<file path="src/rtl/pwm_multichannel_gen_if.sv">
// Duty load / readback bus of pwm_multichannel_gen: direct duty writes in, pending duties out.
interface pwm_multichannel_gen_if #(
    parameter int CHANNELS = 4,
    parameter int WIDTH    = 8
);
    logic                      load_en;
    logic [2:0]                load_ch;
    logic [WIDTH-1:0]          load_val;
    logic [CHANNELS*WIDTH-1:0] duty_flat;

    modport master (output load_en, load_ch, load_val, input duty_flat);
    modport slave  (input load_en, load_ch, load_val, output duty_flat);
endinterface

</file>
<file path="src/rtl/pwm_multichannel_gen.sv">
// N-channel PWM with debounced duty buttons, shadowed duty and left/center-aligned counter.
// Optional `define PWM_PHASE_STAGGER_EN staggers left-aligned channel phases by 2^WIDTH/CHANNELS.

module pwm_btn_deb #(
    parameter int DEBOUNCE = 4
) (
    input  logic clk,
    input  logic rst,
    input  logic btn,
    output logic evt
);
    localparam int DW = $clog2(DEBOUNCE + 1);

    logic          s1, s2, s2_d, acc, acc_d;
    logic [DW-1:0] cnt;

    always_ff @(posedge clk) begin
        if (rst) begin
            {s1, s2, s2_d, acc, acc_d} <= '0;
            cnt <= '0;
        end else begin
            s1    <= btn;
            s2    <= s1;
            s2_d  <= s2;
            acc_d <= acc;
            // any edge of the synchronised level restarts the stability count
            if (s2 != s2_d)                cnt <= '0;
            else if (cnt != DW'(DEBOUNCE)) cnt <= cnt + 1'b1;
            else                           acc <= s2_d;
        end
    end

    assign evt = acc & ~acc_d;
endmodule

module pwm_channel #(
    parameter int WIDTH      = 8,
    parameter int STEP       = 16,
    parameter int DEBOUNCE   = 4,
    parameter int DUTY_RESET = 128
) (
    input  logic             clk,
    input  logic             rst,
    input  logic             btn_inc,
    input  logic             btn_dec,
    input  logic             load_hit,
    input  logic [WIDTH-1:0] load_val,
    input  logic [WIDTH-1:0] cmp,
    input  logic             capture,
    input  logic             run,
    output logic [WIDTH-1:0] pending,
    output logic             pwm
);
    logic             evt_inc, evt_dec;
    logic [WIDTH-1:0] active;
    logic [WIDTH:0]   up, dn;

    pwm_btn_deb #(.DEBOUNCE(DEBOUNCE)) u_inc (.clk(clk), .rst(rst), .btn(btn_inc), .evt(evt_inc));
    pwm_btn_deb #(.DEBOUNCE(DEBOUNCE)) u_dec (.clk(clk), .rst(rst), .btn(btn_dec), .evt(evt_dec));

    // top bit is carry on increment, borrow on decrement
    assign up = {1'b0, pending} + (WIDTH+1)'(STEP);
    assign dn = {1'b0, pending} - (WIDTH+1)'(STEP);

    always_ff @(posedge clk) begin
        if (rst) begin
            pending <= WIDTH'(DUTY_RESET);
            active  <= WIDTH'(DUTY_RESET);
            pwm     <= 1'b0;
        end else begin
            if (load_hit)                 pending <= load_val;
            else if (evt_inc && !evt_dec) pending <= up[WIDTH] ? '1 : up[WIDTH-1:0];
            else if (evt_dec && !evt_inc) pending <= dn[WIDTH] ? '0 : dn[WIDTH-1:0];
            if (capture) active <= pending;
            pwm <= run && (cmp < active);
        end
    end
endmodule

module pwm_multichannel_gen #(
    parameter int CHANNELS   = 4,
    parameter int WIDTH      = 8,
    parameter int PRESCALE   = 1,
    parameter int STEP       = 16,
    parameter int DEBOUNCE   = 4,
    parameter int DUTY_RESET = 128
) (
    input  logic                clk,
    input  logic                rst,
    input  logic [CHANNELS-1:0] btn_inc,
    input  logic [CHANNELS-1:0] btn_dec,
    input  logic                center_mode,
    output logic [CHANNELS-1:0] pwm_out,
    output logic                period_start,
    pwm_multichannel_gen_if.slave bus
);
    localparam int PW = (PRESCALE > 1) ? $clog2(PRESCALE) : 1;

    // S_INIT waits for the first tick after reset, which opens the first period
    typedef enum logic [1:0] {S_INIT, S_UP, S_DOWN} state_t;

    state_t                             state, state_nxt;
    logic [WIDTH-1:0]                   cnt, cnt_nxt;
    logic                               mode, mode_nxt;
    logic                               start;
    logic [PW-1:0]                      presc;
    logic                               tick;
    logic [CHANNELS-1:0][WIDTH-1:0]     pend;

    assign tick = (presc == PW'(PRESCALE - 1));

    always_ff @(posedge clk) begin
        if (rst) begin
            presc        <= '0;
            state        <= S_INIT;
            cnt          <= '0;
            mode         <= 1'b0;
            period_start <= 1'b0;
        end else begin
            presc        <= tick ? '0 : presc + 1'b1;
            state        <= state_nxt;
            cnt          <= cnt_nxt;
            mode         <= mode_nxt;
            period_start <= start;
        end
    end

    always_comb begin
        state_nxt = state;
        cnt_nxt   = cnt;
        mode_nxt  = mode;
        start     = 1'b0;
        if (tick) begin
            case (state)
                S_INIT: begin
                    start     = 1'b1;
                    cnt_nxt   = '0;
                    state_nxt = S_UP;
                end
                S_UP: begin
                    if (!mode) begin
                        cnt_nxt = cnt + 1'b1;
                        start   = (cnt == '1);
                    end else if (cnt == '1) begin
                        cnt_nxt   = cnt - 1'b1;
                        state_nxt = S_DOWN;
                    end else begin
                        cnt_nxt = cnt + 1'b1;
                    end
                end
                S_DOWN: begin
                    cnt_nxt = cnt - 1'b1;
                    if (cnt == WIDTH'(1)) begin
                        start     = 1'b1;
                        state_nxt = S_UP;
                    end
                end
                default: state_nxt = S_INIT;
            endcase
            if (start) mode_nxt = center_mode;
        end
    end

`ifdef PWM_PHASE_STAGGER_EN
    localparam int OFS = (1 << WIDTH) / CHANNELS;
`endif

    for (genvar k = 0; k < CHANNELS; k++) begin : g_ch
        logic [WIDTH-1:0] cmp;
`ifdef PWM_PHASE_STAGGER_EN
        assign cmp = mode ? cnt : cnt + WIDTH'(k * OFS);
`else
        assign cmp = cnt;
`endif
        pwm_channel #(
            .WIDTH(WIDTH), .STEP(STEP), .DEBOUNCE(DEBOUNCE), .DUTY_RESET(DUTY_RESET)
        ) u_ch (
            .clk      (clk),
            .rst      (rst),
            .btn_inc  (btn_inc[k]),
            .btn_dec  (btn_dec[k]),
            .load_hit (bus.load_en && (bus.load_ch == 3'(k))),
            .load_val (bus.load_val),
            .cmp      (cmp),
            .capture  (start),
            .run      (state != S_INIT),
            .pending  (pend[k]),
            .pwm      (pwm_out[k])
        );
    end

    assign bus.duty_flat = pend;
endmodule
</file>
<file path="src/flat_wrapper.sv">
// flat-port wrapper written by rule: the top's interface ports become plain ports
module pwm_multichannel_gen_flat 
#(
    parameter int CHANNELS   = 4,
    parameter int WIDTH      = 8,
    parameter int PRESCALE   = 1,
    parameter int STEP       = 16,
    parameter int DEBOUNCE   = 4,
    parameter int DUTY_RESET = 128
)
  (clk, rst, btn_inc, btn_dec, center_mode, pwm_out, period_start, bus_load_en, bus_load_ch, bus_load_val, bus_duty_flat);
  pwm_multichannel_gen_if #(.CHANNELS(CHANNELS), .WIDTH(WIDTH)) bus_i ();
  input  logic clk;
  input  logic rst;
  input  logic [CHANNELS-1:0] btn_inc;
  input  logic [CHANNELS-1:0] btn_dec;
  input  logic center_mode;
  output logic [CHANNELS-1:0] pwm_out;
  output logic period_start;
  input wire logic [$bits(bus_i.load_en)-1:0] bus_load_en;
  input wire logic [$bits(bus_i.load_ch)-1:0] bus_load_ch;
  input wire logic [$bits(bus_i.load_val)-1:0] bus_load_val;
  output wire logic [$bits(bus_i.duty_flat)-1:0] bus_duty_flat;
  assign bus_i.load_en = bus_load_en;
  assign bus_i.load_ch = bus_load_ch;
  assign bus_i.load_val = bus_load_val;
  assign bus_duty_flat = bus_i.duty_flat;
  pwm_multichannel_gen #(.CHANNELS(CHANNELS), .WIDTH(WIDTH), .PRESCALE(PRESCALE), .STEP(STEP), .DEBOUNCE(DEBOUNCE), .DUTY_RESET(DUTY_RESET)) u_core (.clk(clk), .rst(rst), .btn_inc(btn_inc), .btn_dec(btn_dec), .center_mode(center_mode), .pwm_out(pwm_out), .period_start(period_start), .bus(bus_i));
endmodule
</file>
<file path="config.mk">
export PLATFORM = sky130hd
export DESIGN_NAME = pwm_multichannel_gen_flat
export DESIGN_NICKNAME = d
export VERILOG_FILES = /design/src/rtl/pwm_multichannel_gen_if.sv /design/src/rtl/pwm_multichannel_gen.sv /design/src/flat_wrapper.sv
export SDC_FILE = /design/constraint.sdc
export NUM_CORES = 1
export LEC_CHECK = 0
export CORE_MARGIN = 2
export CORE_UTILIZATION = 59
export CTS_CLUSTER_DIAMETER = 50
export CTS_CLUSTER_SIZE = 40
export DETAILED_ROUTE_END_ITERATION = 10
export GPL_TIMING_DRIVEN = 0
export PLACE_DENSITY = 0.87
export SLEW_MARGIN = 5
export SYNTH_ARGS = -nofsm -noshare
export SYNTH_HDL_FRONTEND = slang
export SYNTH_SLANG_ARGS = --single-unit
</file>
<file path="constraint.sdc">
create_clock -name clk -period 2.2 [get_ports clk]
set_input_delay 0.66 -clock clk [delete_from_list [all_inputs] [get_ports clk]]
set_output_delay 0.66 -clock clk [all_outputs]
set_load 0.02 [all_outputs]
</file>
# Word level (Yosys, flattened, before mapping)
# Cells that the tools add are included.
# op_classes
n_mux	32
n_lt_le_gt_ge	4
n_addsub	19
eq_ne	26
n_reduce_logical	52
bitwise_logic	33
# op_table
cell	n
8-bit two-way mux	22
8-bit by 5-bit adder with 9-bit output (second input constant)	4
8-bit by 5-bit subtractor with 9-bit output (second input constant)	4
8-bit less-than comparator	4
1-bit NOT	25
3-bit by 1-bit adder with 3-bit output (second input constant)	8
3-bit inequality test (second input constant)	8
8-bit one-hot mux with 3 select lines	1
2-bit AND reduction	10
2-bit OR reduction	9
1-bit logical AND	16
3-bit nonzero test	5
8-bit by 1-bit adder with 8-bit output (second input constant)	1
1-bit AND	8
8-bit by 1-bit == test with 1-bit output (second input constant)	1
8-bit == test (second input constant)	1
1-bit zero test	8
1-bit inequality test	8
8-bit by 1-bit subtractor with 8-bit output (second input constant)	1
3-bit by 2-bit == test with 1-bit output (second input constant)	2
2-bit two-way mux	3
2-bit by 1-bit inequality test with 1-bit output (second input constant)	3
2-bit one-hot mux with 3 select lines	1
1-bit two-way mux	4
9 further kinds	9
# word_totals
inputBits	23
word_cells	231
register_bits	145
output_inout_bits	37

# Logic depth before layout (Yosys ltp)
# Gate-level depths: netlist (run 1).
# depth
depth_word	7
ltp_mapped	10
depth_no_buf	7

# By module
# Synthesis (run 1) repeated with hierarchy kept, for this count alone.
# unflattened
hier_cells	856
area_unflattened_um2	7787.5
# by_module_without_submodules
mod	n_inst	area_each_um2	cells_each	seq_area_each_um2
pwm_channel	4	1001.0	116	340.3
pwm_btn_deb	8	339.1	32	160.2
pwm_multichannel_gen	1	1071.0	136	260.2

# Worst setup path before layout (run 1)
# No wires, ideal clock.
# synth_path
path_type	flip-flop to flip-flop
from	register u_core.cnt[3]
to	register u_core.g_ch[3].u_ch.active[4]
path_buffers	4
arrival_time_ns	1.886
setup_time_ns	0.128
period_less_slack_ns	2.014
setup_slack_ns	0.186
required_time_ns	2.072
path_stages_with_launch	10
cell_sequence	dfxtp_1 > buf_6 > or4_4 > buf_6 > nor4_4 > o31a_2 > buf_6 > buf_12 > mux2i_1 > nor2_1
# synth_via
elab_chain_len	5
word_cells_on_any_way	7
cone_classes	2 x eq/ne; 5 x mux
# synth_rtl
element	line	source
start, declared	pwm_multichannel_gen.sv:103	logic [WIDTH-1:0] cnt, cnt_nxt;
start signal, assigned	pwm_multichannel_gen.sv:122	cnt <= cnt_nxt;
8-bit by 1-bit == test with 1-bit output / 8-bit == test (equally long branches)	pwm_multichannel_gen.sv:153, pwm_multichannel_gen.sv:143	
1-bit two-way mux, on equally long branches	pwm_multichannel_gen.sv:153, pwm_multichannel_gen.sv:141	
1-bit one-hot mux with 3 select lines *	pwm_multichannel_gen.sv:134	case (state)
1-bit two-way mux * (2 in a row)	pwm_multichannel_gen.sv:133	if (tick) begin
end signal, assigned	pwm_multichannel_gen.sv:68	active <= WIDTH'(DUTY_RESET);
end signal, assigned	pwm_multichannel_gen.sv:74	if (capture) active <= pending;
end, declared	pwm_multichannel_gen.sv:55	logic [WIDTH-1:0] active;
# Mark *: on every way between the ends. The rest lies on a longest branch, timed or not. The select of a mux whose other input is x is not followed.
# A chain may end at the register's enable or synchronous reset.

# Worst setup path in the final report (run 1)
# layout_path
from	register u_core.cnt[6]
to	register u_core.g_ch[1].u_ch.active[2]
# layout_via
elab_chain_len	5
word_cells_on_any_way	7
cone_classes	2 x eq/ne; 5 x mux
# layout_rtl
element	line
8-bit by 1-bit == test with 1-bit output / 8-bit == test (equally long branches)	pwm_multichannel_gen.sv:153, pwm_multichannel_gen.sv:143
1-bit two-way mux, on equally long branches	pwm_multichannel_gen.sv:153, pwm_multichannel_gen.sv:141
1-bit one-hot mux with 3 select lines *	pwm_multichannel_gen.sv:134
1-bit two-way mux * (2 in a row)	pwm_multichannel_gen.sv:133
end signal, assigned	pwm_multichannel_gen.sv:68
end signal, assigned	pwm_multichannel_gen.sv:74
end, declared	pwm_multichannel_gen.sv:55
# Marked as above.

==> impl_metrics.yaml, run 1 <==
job:
  max_cap_violations: 0
route:
  met3_length_microns: 1390
  detailroute.wirelength.met2_microns: 9440
  drt_first_pass_iters: 6
  first_iter_violations: 875
  postRouteAntennaNets: 0
  met1_length_microns: 7800
  drc_errors: 0
  highest_layer: "met4"
  avgViaCountPerCell: 5.84
  routed_wire_length_per_instance_microns: 17.1
  postRouteWirelength_microns: 19500
  num_vias: 6652
clocking:
  cts_tree: "done"
  clock_sink_count: 145
  root_buffer: "clkbuf_16"
  cts.path.max_buffers: 2
  cts_buffers: 17
  clk_pin_slew_worst_paths_ns: 0.06
  insertion_delay_ns: 0.43
  hold_buf_cts: 0
  clock_tree.htree_level_count: 4
synth:
  synthesis.instances: 872
  synth_top_family_by_area: "simple AND/OR/NAND/NOR gates"
  synthesis.nets: 954
  synth.mux.area_fraction_pct: 4.41
  postSynthAreaPerCell_sq_um: 8.58
  top_cells_by_area_synth: "dfxtp_1 39%, ha_1 9.9%, nor2_1 5.3%, mux2i_1 4.4%, nor2b_1 3.6%"
  yosysMostFrequentCell: "dfxtp_1"
  yosys.area.top_type_share_pct: 38.8
  yosysSeqAreaShare_pct: 38.8
  synth-edff-count: 0
  ys_dominant_reg_cell: "dfxtp_1"
  synthAdderAreaFrac_pct: 9.87
  ys_types: 65
  synth_xor_area_share_pct: 2.93
  netlist_top_cells_count: "145 x dfxtp_1, 105 x nor2_1, 68 x inv_1"
  synth.largest_area_cell: "dfxtp_1"
  ys_seq_elements: 145
  synthArstFlopShare_pct: 0
  fraction_of_the_mapped_netlist_area_in_compound_gates_pct: 15.8
  synth_simple_gate_area_share_pct: 21.8
  ys_warn_count: 0
  syn-cell-area_sq_mm: 0.00748
worst_setup_path:
  kind_of_cell_adding_the_most_delay_to_the_critical_path: "buffers and inverters"
  cp_data_required_time_ns: 2.49
  timing.critical_path.to_type: "flop"
  timing.reg2reg.worst_path_depth: 8
  worstPathCellList: "clkbuf_2 > nand2_1 > nor4_1 > o31a_2 > buf_8 > clkbuf_16 > mux2i_1 > nor2_1"
  worst-endpoint-arrival_ns: 2.46
  cp_max_fo: 10
  critical_path_depth_in_cells: 8
  critical_path_class: "reg2reg"
  critPathBufInv: 3
  critPathMaxStageDelay_ns: 0.57
  critPathSlowestCell: "dfxtp_1"
  setup.worst_path.start_class: "flop"
global_routing:
  grt_pass1_vias: 6338
  track_usage_pct: 28.9
  globalRoute.totalOverflow: 0
  first_pass_grt_wire_length_microns: 30300
  antenna_found_initial: 0
  grt_max_degree: 17
finish:
  antennaDiodeCount: 0
  layout_cells_sized_above_1_pct: 8.68
  postLayoutCoreUtil_pct: 72.4
  area_growth_pct: 21.0
  fin_nets: 1037
  summed_area_of_non_filler_cells_in_the_final_layout_sq_mm: 0.00906
timing:
  rsz0062_at_grt: "yes"
  final_min_period_over_clock_period_pct: 98.8
  timing.final.max_slew_violations: 0
  finClkSkew_ns: 0.00707
  worst_slew_margin_rel_pct: 52.8
  fmaxAchievable_mhz: 460
  fin_hold_ws_ns: 0.437
  report.final.setup_viol: 0
  finalHoldViolCount: 0
  final_period_minus_worst_setup_slack_ns: 2.17
  worstMarginPinSlew_ns: 0.708
floorplanning:
  core.rowCount: 41
  die_area_sq_mm: 0.0136
  io-pin-count: 60
  dieHeight_microns: 117
  initial_core_util_pct: 59.8
  die-width_microns: 117
  core_region_area_sq_mm: 0.0125
pwr:
  largest_voltage_drop_on_the_vdd_net_uv: 629
  powerDensity_mw_per_mm2: 755
  leakage_nw: 3.70
placed_design:
  dpl_cell_area_sq_mm: 0.00828
  gp_routability_congestion: 0.893
  buffer_ports.inserted: 58
  dp_hpwl_microns: 13000
run_status:
  result_of_the_run: "finished, final reports clean"
hold_path:
  hold_class: "reg2reg"
  hold-path-cell-count: 1
repair_timing:
| action | CTS | global route |
|---|---|---|
| gates resized for setup | 24 | 20 |
| gates cloned | 0 | 3 |
| endpoints found under the setup margin | 48 | 45 |
| pin swaps | 0 | 1 |
| setup buffers | 0 | 5 |
where the power goes:
part / leakage (nW) / internal (W) / switching, W / total, W
Combinational: 2.23 / 0.000450 / 0.000524 / 0.000975
Clock: 0.289 / 0.00185 / 0.00115 / 0.00300
Sequential: 1.19 / 0.00275 / 0.000114 / 0.00286
flip-flops by register name (all words and copies together), names as in the netlist, 8 cells and up:
signal	cells
u_core.g_ch.u_ch.u_inc.cnt	12
u_core.g_ch.u_ch.u_dec.cnt	12
u_core.g_ch.u_ch.active	32
u_core.cnt	8
u_core.g_ch.u_ch.pending	32
kinds of logic after synthesis:
| logic type | count (synthesis) |
|---|---|
| muxes | 33 |
| DFF | 145 |
| AOI/OAI and AO/OA | 176 |
| and+or+nand+nor | 327 |
| other | 1 |
| xor gates and xnor gates | 25 |
| adders and majority gates | 59 |
| buffers and inverters | 106 |
layer usage:
| layer | vias to the layer above | GRT usage (%) |
|---|---|---|
| met5 | - | 0 |
| met4 | 0 | 15.6 |
| met3 | 70 | 6.43 |
| met2 | 295 | 47.5 |
| met1 | 3081 | 35.2 |
| li1 | 3206 | - |
area by class of cell:
cell class | count | area [sq um]
Multi-Input combinational cell | 621 | 4130
Fill cell | 919 | 3460
Sequential cell | 145 | 2920
Timing Repair Buffer | 66 | 689
Clock buffer | 20 | 457
Inverter | 68 | 255
Buffer | 36 | 229
Tap cell | 172 | 215
Clock inverter | 12 | 156
path summary, 6_finish.rpt:
check                                  endpoint  slack, ns                         start
setup / recovery  u_core.g_ch[1].u_ch.active[2]       0.03                 u_core.cnt[6]
hold / removal     u_core.g_ch[1].u_ch.u_dec.s2       0.44  u_core.g_ch[1].u_ch.u_dec.s1
setup reg to reg  u_core.g_ch[1].u_ch.active[2]       0.03                 u_core.cnt[6]
hold reg to reg    u_core.g_ch[1].u_ch.u_dec.s2       0.44  u_core.g_ch[1].u_ch.u_dec.s1
cell usage in the layout, fill, tap and decap left out, types with 8 or more instances in the layout:
master and count:
dfxtp_1 136, nor2_1 105, inv_1 68, ha_1 58
clkdlybuf4s50_1 49, nand2_1 48, a21oi_1 45, nor2b_1 43
o21ai_0 35, mux2i_1 31, nor3_1 31, nand2b_1 29
nand3_1 29, xnor2_1 22, clkbuf_16 20, clkbuf_1 18
a21o_1 12, o22ai_1 11, and3_1 10, buf_4 9
a211o_1 8
per-stage QoR:
step | std cells | worst slack [ns] | setup TNS [ns] | power, W
after detailed placement | 1102 | -0.361 | -15.46 | 0.00380
after global placement | 1102 | -0.362 | -13.96 | 0.00376
after CTS | 1134 | -0.00359 | -0.00359 | 0.00678
after floorplan | 872 | 0.186 | 0 | 0.00351
final | 1140 | 0.0270 | 0 | 0.00684
after global routing | 1140 | -0.0146 | -0.0371 | 0.00709
Note: power is estimated with default switching activity, not from simulation.
==> run 2, diff against run 1 <==
Settings changed: SKIP_LAST_GASP set to 1.
==> run 2 against run 1 <==
Wire length decreased by 0.36%. First-iteration DRC count down 6.6%. Via count shrank 0.66%. Global-route usage barely moved. Register-to-register slack hardly changed. Critical path type is now reg2out. Sequential power hardly changed. Largest power group unchanged. Hold slack got worse by 0.0015 ns. Clock power is essentially flat. Die area is the same. Sequential cell count stayed put.
==> impl_metrics.yaml, run 2 (synthesis gave the netlist of run 1 again) <==
floorplanning:
  initial_core_util_pct: 59.8
  io-pin-count: 60
  die-width_microns: 117
  dieHeight_microns: 117
  die_area_sq_mm: 0.0136
  core_region_area_sq_mm: 0.0125
  core.rowCount: 41
worst_setup_path:
  critPathBufInv: 1
  critPathMaxStageDelay_ns: 0.66
  cp-endpoint: "bus_duty_flat[17]"
  worst-endpoint-arrival_ns: 1.51
  timing.critical_path.from: "u_core.g_ch[2].u_ch.pending[1]"
  regToRegStartpoint: "u_core.cnt[3]"
  r2r_end: "u_core.g_ch[1].u_ch.active[2]"
  critical_path_class: "reg2out"
  kind_of_cell_adding_the_most_delay_to_the_critical_path: "buffers and inverters"
  timing.reg2reg.worst_path_depth: 8
  critical_path_depth_in_cells: 1
  reg2reg_slack_ns: 0.04
  cp_max_fo: 3
  setup.worst_path.start_class: "flop"
  timing.critical_path.to_type: "primary output"
  worstPathCellList: "clkdlybuf4s50_1"
  cp_data_required_time_ns: 1.54
  critPathSlowestCell: "clkdlybuf4s50_1"
placed_design:
  buffer_ports.inserted: 58
  dpl_cell_area_sq_mm: 0.00828
  placed_cells_incl_taps: 1102
  dp_hpwl_microns: 13000
  gp_routability_congestion: 0.893
pwr:
  share_clk_of_total_power_pct: 43.8
  power_switching_w: 0.00178
  netSwitchingFraction_pct: 26.1
  fraction_of_power_consumed_by_sequential_logic_pct: 42.0
  combinational_share_of_power_pct: 14.3
  largest_voltage_drop_on_the_vdd_net_uv: 627
  total_power_w: 0.00682
  powerDensity_mw_per_mm2: 752
  internal-power_w: 0.00505
  leakage_nw: 3.71
clocking:
  cts_buffers: 17
  cts.path.max_buffers: 2
  cts_tree: "done"
  insertion_delay_ns: 0.42
  clock_sink_count: 145
  clock_tree.htree_level_count: 4
  root_buffer: "clkbuf_16"
  hold_buf_cts: 0
  clk_pin_slew_worst_paths_ns: 0.06
timing:
  rsz0062_at_grt: "yes"
  worstMarginPinSlew_ns: 0.735
  setup-tns-final_ns: 0
  final_period_minus_worst_setup_slack_ns: 2.17
  finClkSkew_ns: 0.00882
  fmaxAchievable_mhz: 462
  timing.final.max_slew_violations: 0
  final_min_period_over_clock_period_pct: 98.4
  report.final.setup_viol: 0
  fin_hold_ws_ns: 0.435
  worst_slew_margin_rel_pct: 51.0
  finalHoldViolCount: 0
run_status:
  result_of_the_run: "finished, final reports clean"
finish:
  layout.cells.most_common_list: "135 x dfxtp_1, 105 x nor2_1, 68 x inv_1"
  summed_area_of_non_filler_cells_in_the_final_layout_sq_mm: 0.00907
  fin_nets: 1038
  fill_cells: 913
  largestRegisters: "u_core.g_ch.u_ch.active (32), u_core.g_ch.u_ch.pending (32)"
  layout.cells.most_common: "dfxtp_1"
  area_growth_pct: 21.2
  layout_cells_sized_above_1_pct: 9.08
  antennaDiodeCount: 0
  finalNonFillerCells: 1141
global_routing:
  grt_pass1_vias: 6335
  grt_max_degree: 17
  globalRoute.totalOverflow: 0
  first_pass_grt_wire_length_microns: 30300
  track_usage_pct: 28.8
  antenna_found_initial: 0
route:
  routed_wire_length_per_instance_microns: 17.0
  avgViaCountPerCell: 5.79
  first_iter_violations: 817
  drt_first_pass_iters: 5
  num_vias: 6608
  drc_errors: 0
  postRouteAntennaNets: 0
  postRouteWirelength_microns: 19400
hold_path:
  hold_class: "reg2reg"
job:
  max_cap_violations: 0
## run 2: per-layer routing
| layer | track usage [%] | part of all wire [%] |
|---|---|---|
| met2 | 47.6 | 49 |
| met3 | 6.43 | 6.3 |
| met4 | 15.6 | 4.4 |
| met5 | 0 | 0 |
| met1 | 35.1 | 41 |
## run 2: layout make-up
class                           count  area [sq um]  share of cell area [%]
Multi-Input combinational cell    621          4140                    45.7
Sequential cell                   145          2920                    32.2
Timing Repair Buffer               67           697                    7.68
Clock buffer                       20           457                    5.03
Inverter                           68           255                    2.81
Buffer                             36           226                    2.50
Tap cell                          172           215                    2.37
Clock inverter                     12           156                    1.72
## run 2: worst min path at each step
| stage | startpoint | endpoint | cells after the start |
|---|---|---|---|
| floorplan | u_core.g_ch[0].u_ch.u_dec.s1 | u_core.g_ch[0].u_ch.u_dec.s2 | 1 |
| global placement | u_core.g_ch[2].u_ch.u_dec.s1 | u_core.g_ch[2].u_ch.u_dec.s2 | 1 |
| detailed placement | u_core.g_ch[3].u_ch.u_dec.s1 | u_core.g_ch[3].u_ch.u_dec.s2 | 1 |
| CTS | u_core.g_ch[3].u_ch.u_dec.s1 | u_core.g_ch[3].u_ch.u_dec.s2 | 1 |
| global route | u_core.g_ch[3].u_ch.u_inc.s1 | u_core.g_ch[3].u_ch.u_inc.s2 | 1 |
| finish | u_core.g_ch[3].u_ch.u_dec.s1 | u_core.g_ch[3].u_ch.u_dec.s2 | 1 |
## run 2: stage by stage
stage	setup WS (ns)	util (%)
after CTS	-0.0916	71.1
after global routing	-0.0286	72.5
after floorplan	0.186	-
final	0.0346	72.5
after global placement	-0.362	66.1
after detailed placement	-0.361	66.1
## run 2: power by group through the flow
stage,Sequential (W),Clock [W],Combinational (W)
after detailed placement,0.00291,0,0.000891
after floorplan,0.00290,0,0.000612
final,0.00286,0.00299,0.000972
after global routing,0.00288,0.00314,0.00107
after global placement,0.00290,0,0.000857
after CTS,0.00286,0.00301,0.000910
## run 2: repair_timing
action                     CTS  global route
buffers inserted             0             6
gates cloned                 0             3
setup endpoints to repair   48            55
pin swaps                    0             2
gates resized for setup     12            34
hold endpoints to repair     0             0
